--- config.mk ---
export PLATFORM = sky130hd
export DESIGN_NAME = uart_tx_arb
export DESIGN_NICKNAME = d
export VERILOG_FILES = /design/src/rtl/uart_pkg.sv /design/src/rtl/uart_tx_arb_rr_pick.sv /design/src/rtl/uart_tx_arb.sv
export SDC_FILE = /design/constraint.sdc
export NUM_CORES = 1
export LEC_CHECK = 0
export CAP_MARGIN = 10
export CORE_AREA = 2 2 54 56
export CTS_BUF_LIST = sky130_fd_sc_hd__clkbuf_8
export DETAILED_ROUTE_END_ITERATION = 12
export DIE_AREA = 0 0 56 58
export GPL_TIMING_DRIVEN = 1
export MAX_ROUTING_LAYER = met4
export PLACE_DENSITY = 0.8
export SETUP_SLACK_MARGIN = 0.02
export SYNTH_ARGS = -nofsm -noshare
export SYNTH_HDL_FRONTEND = slang
export SYNTH_HIERARCHICAL = 1
export SYNTH_SLANG_ARGS = --single-unit
--- constraint.sdc ---
create_clock -name clk -period 2.95 [get_ports clk]
set_clock_uncertainty 0.2 [all_clocks]
set_input_delay 0.59 -clock clk [delete_from_list [all_inputs] [get_ports clk]]
set_output_delay 0.59 -clock clk [all_outputs]
set_load 0.01 [all_outputs]
--- src/rtl/uart_pkg.sv ---
// Shared types and helpers for the uart_tx arbiter.
// onehot2idx covers up to 32 requesters; callers narrow the result to their index width.
package uart_pkg;

    localparam int DATA_W = 8;

    typedef enum logic {
        IDLE = 1'b0,
        OWN  = 1'b1
    } arb_state_t;

    function automatic logic [4:0] onehot2idx(input logic [31:0] onehot);
        logic [4:0] idx;
        idx = '0;
        for (int i = 0; i < 32; i++) begin
            if (onehot[i]) begin
                idx = idx | 5'(i);
            end
        end
        return idx;
    endfunction

endpackage

--- src/rtl/uart_tx_arb_rr_pick.sv ---
// Combinational rotating-priority picker: the first requester at or after ptr wins,
// wrapping past N-1 back to 0.
module rr_pick #(
    parameter int N = 4,
    localparam int PW = $clog2(N)
) (
    input  logic [N-1:0]  req,
    input  logic [PW-1:0] ptr,
    output logic [N-1:0]  gnt_onehot,
    output logic          any
);

    logic [2*N-1:0] dbl;
    logic [2*N-1:0] low_mask;
    logic [2*N-1:0] masked;
    logic           found;

    // The upper copy of req supplies the wrapped-around candidates below ptr.
    assign dbl      = {req, req};
    assign low_mask = ((2*N)'(1) << ptr) - (2*N)'(1);
    assign masked   = dbl & ~low_mask;
    assign any      = |req;

    always_comb begin
        gnt_onehot = '0;
        found      = 1'b0;
        for (int i = 0; i < 2*N; i++) begin
            if (masked[i] && !found) begin
                found             = 1'b1;
                gnt_onehot[i % N] = 1'b1;
            end
        end
    end

endmodule

--- src/rtl/uart_tx_arb.sv ---
// Packet-level round-robin sharing of one uart_tx between N requesters,
// with an optional watchdog that releases an owner that stops sending.
module uart_tx_arb
    import uart_pkg::*;
#(
    parameter int N       = 4,
    parameter int TIMEOUT = 0,
    parameter int TO_W    = 16
) (
    input  logic                  clk,
    input  logic                  rst_n,
    input  logic [N-1:0]          req_valid,
    input  logic [N*DATA_W-1:0]   req_data,
    input  logic [N-1:0]          req_last,
    output logic [N-1:0]          req_ready,
    output logic                  tx_valid,
    output logic [DATA_W-1:0]     tx_data,
    input  logic                  tx_ready,
    output logic [N-1:0]          grant,
    output logic                  busy
);

    localparam int PW = $clog2(N);
    localparam logic [TO_W-1:0] WD_LAST = TO_W'((TIMEOUT > 0) ? TIMEOUT - 1 : 0);
    localparam logic [TO_W-1:0] WD_MAX  = '1;

    arb_state_t        state_q, state_d;
    logic [N-1:0]      grant_q, grant_d;
    logic [PW-1:0]     ptr_q, ptr_d;
    logic [TO_W-1:0]   wd_q, wd_d;
    logic              busy_q, busy_d;

    logic [DATA_W-1:0] data_arr [N];
    logic [PW-1:0]     own_idx;
    logic              own_valid;
    logic              own_last;
    logic              beat;
    logic              timed_out;
    logic              release_now;
    logic [N-1:0]      pick_gnt;
    logic              pick_any;

    generate
        for (genvar gi = 0; gi < N; gi++) begin : g_lane
            assign data_arr[gi] = req_data[gi*DATA_W +: DATA_W];
        end
    endgenerate

    rr_pick #(.N(N)) u_pick (
        .req        (req_valid),
        .ptr        (ptr_q),
        .gnt_onehot (pick_gnt),
        .any        (pick_any)
    );

    assign own_idx   = PW'(onehot2idx(32'(grant_q)));
    assign own_valid = req_valid[own_idx];
    assign own_last  = req_last[own_idx];

    // Datapath is a pure mux of the registered owner, so a byte never leaves without one.
    always_comb begin
        tx_valid  = 1'b0;
        tx_data   = '0;
        req_ready = '0;
        if (state_q == OWN) begin
            tx_valid           = own_valid;
            tx_data            = data_arr[own_idx];
            req_ready[own_idx] = tx_ready;
        end
    end

    assign beat        = tx_valid & tx_ready;
    assign timed_out   = (TIMEOUT > 0) && (state_q == OWN) && !beat && (wd_q == WD_LAST);
    assign release_now = (state_q == OWN) && ((beat && own_last) || timed_out);

    always_comb begin
        state_d = state_q;
        grant_d = grant_q;
        ptr_d   = ptr_q;
        wd_d    = wd_q;
        case (state_q)
            IDLE: begin
                if (pick_any) begin
                    state_d = OWN;
                    grant_d = pick_gnt;
                    wd_d    = '0;
                end
            end
            OWN: begin
                if (beat) begin
                    wd_d = '0;
                end else if (!own_valid && (wd_q != WD_MAX)) begin
                    wd_d = wd_q + 1'b1;
                end
                // Timeout only fires without a beat, so a release advances ptr once.
                if (release_now) begin
                    state_d = IDLE;
                    grant_d = '0;
                    ptr_d   = (own_idx == PW'(N-1)) ? '0 : own_idx + 1'b1;
                end
            end
            default: begin
                state_d = IDLE;
                grant_d = '0;
            end
        endcase
        busy_d = |grant_d;
    end

    always_ff @(posedge clk or negedge rst_n) begin
        if (!rst_n) begin
            state_q <= IDLE;
            grant_q <= '0;
            ptr_q   <= '0;
            wd_q    <= '0;
            busy_q  <= 1'b0;
        end else begin
            state_q <= state_d;
            grant_q <= grant_d;
            ptr_q   <= ptr_d;
            wd_q    <= wd_d;
            busy_q  <= busy_d;
        end
    end

    assign grant = grant_q;
    assign busy  = busy_q;

endmodule
==> results.cfg <==
[floorplan]
io_pins = 61
num_rows = 19
fp.dieH_um = 58
die_x_um = 56
start_util = 0.366
core_region_area_um2 = 2660
fp.dieArea_um2 = 3250

[setup_path]
arrival_ns = 2.07
cp.required_ns = 2.16
regToRegSetupSlack_ns = 0.42
worst-path-max-fanout = 5
start_kind = primary input
end_kind = primary output
reg2reg_from = ptr_q[1]$_DFFE_PN0P_
crit_type = primary input to primary output
r2r_cells = 8
r2r-end = busy$_DFF_PN0_

[final_layout]
post-route-util = 0.619
stdcell_count = 224
area_delta_synth_final_pct = 69.2
diodes = 0
layout.nets = 243
stdcell_area_um2 = 1650
drive_above_1_share = 0.0777
final_cell_mix = clkdlybuf4s50_1 (60), nand2_1 (22), mux2i_1 (13), and3_1 (13), nand3_1 (10)
final_common_cell = clkdlybuf4s50_1

[grt]
grt_pass1_vias = 1138
grt_pass1_wl_um = 5280
grt_usage = 0.214
gr-total-overflow = 0
antenna_found_initial = 0
grt_max_degree = 17

[power_and_ir_drop]
power.share.sequential = 0.138
pwr-share-clk = 0.079
leakagePower_nw = 0.708
combinationalPowerShare = 0.783
power_switching_mw = 0.723
cellPowerDensity_nw_per_um2 = 1000
power_mw = 1.65
internal_power_mw = 0.928
swShare = 0.438
peakVddDrop_v = 0.000654

[synthesis]
synth_flop_cell = dfrtp_1
ys_types = 33
async_flop_share = 1.00
ys_top_cells_by_area = dfrtp_1 (21%), mux2i_1 (13%), nand2_1 (8.5%)
synthDominantAreaCellType = dfrtp_1
synth_seq_cells = 8
synth_sequential_area_ratio = 0.205
postSynthAreaPerCell_um2 = 7.33
synth_cells = 133
syn_area_um2 = 975
synthDominantCellAreaShare = 0.205
synth-edff-count = 0
syn_nets = 181
yosys_warnings = 6

[clock_tree]
cts_setup_buffers = 0
clk_latency_ns = 0.23
cts-htree-levels = 1
clkTransAtPathRegs_ns = 0.04
cts_buffer_depth = 2
cts_sinks = 8
cts_made_buffers = 3
cts_tree = done
root_buffer = clkbuf_8

[placement]
globalplace.congestion = 0.854
place_inst = 221
dp_hpwl_um = 2640
numPortBuffers = 60
placed_area_um2 = 1610

[worst_hold_path]
holdCritStartpoint = grant[0]$_DFF_PN0_
min_to = grant[0]$_DFF_PN0_
hold_path_class = register to register
hold_depth = 2

[drt]
via_count = 1195
drc = 0
routed_wl_um = 3400
antenna_left = 0
drtIter0Drc = 46
dr.pass1.iters = 4
via_per_inst = 5.33
wire_per_inst_um = 15.2

[timing]
period_needed_ns = 2.86
setup_viol = 0
fmax_mhz = 349
max_slew_margin = 0.632
drv_slew = 0
rsz0062_at_grt = no
period_share = 0.970
finalSetupTns_ns = 0
tightest_slew_ns = 0.550
hold_violations = 0

[status]
status = finished, final reports clean

[job]
cap_violations = 0
## area by class of cell
cell class | instances | area [um2]
clock buffers | 3 | 41.3
fillers | 250 | 1010
inverters | 5 | 18.8
multi-input cells | 111 | 704
flip-flops and latches | 8 | 200
well taps | 31 | 38.8
repair buffers | 66 | 646
## power groups by stage
stage	Sequential [mW]	Clock, mW	Combinational [mW]
after detailed placement	0.225	0	1.27
after floorplan	0.211	0	0.730
after global placement	0.222	0	1.25
after global routing	0.233	0.136	1.40
after CTS	0.224	0.131	1.29
final	0.228	0.130	1.29
## how the worst max path moves through the flow
stage | start | end | slack, ns | cells after the start
2_1_floorplan | grant[1]$_DFF_PN0_ | req_ready[1] | 0.66 | 7
3_3_place_gp | req_valid[3] | tx_valid | 0.10 | 5
3_5_place_dp | req_valid[3] | tx_valid | 0.05 | 5
4_1_cts | req_valid[3] | tx_valid | 0.05 | 5
5_1_grt | req_valid[3] | tx_valid | 0.02 | 5
6_report | req_valid[3] | tx_valid | 0.09 | 5
## worst max-delay path, cell delays in order
cell and delay, ns:
clkdlybuf4s50_1 0.56, nor2b_1 0.08, o21ai_1 0.16, and3_1 0.16, clkdlybuf4s50_1 0.53
## synthesized netlist by cell type, drive strengths merged, types with 2 or more instances
master,n
nand2,22
and3,13
mux2i,13
o21ai,13
nand3,10
dfrtp,8
nor2,8
buf,5
ha,5
inv,5
clkbuf,4
a21oi,3
nor2b,3
or2,3
mux2,2
nand2b,2
nor4,2
or4,2
## kinds of logic (layout without fill, tap and decap cells)
group,count (synthesis),count (layout),synth area share
and+or+nand+nor,71,71,0.377
AOI/OAI and AO/OA,20,20,0.117
muxes,15,15,0.164
buffers and inverters,14,74,0.0719
DFF,8,8,0.205
adders and majority gates,5,5,0.0642
## what timing repair did
item / CTS / global route
endpoints found under the setup margin: 0 / 1
hold buffers: 0 / 0
gates resized for setup: 0 / 1
## flip-flops by register name, summed over array words and instances (netlist names)
name / count
grant: 4
ptr_q: 2
state_q: 1
busy: 1
## layer usage
metal	share of wire	routed length, um	track usage
met3	0.046	156	0.0357
met1	0.42	1430	0.248
met5	0	0	-
met2	0.51	1750	0.383
met4	0.019	63	0.0612
## through the flow
step / setup slack [ns] / hold slack, ns
CTS: 0.0475 / 0.421
detailed placement: 0.0496 / 0.411
global route: 0.0250 / 0.440
floorplan: 0.657 / 0.0944
finish: 0.0872 / 0.403
global placement: 0.100 / 0.353
No activity file was read; power rests on OpenSTA's default activity.
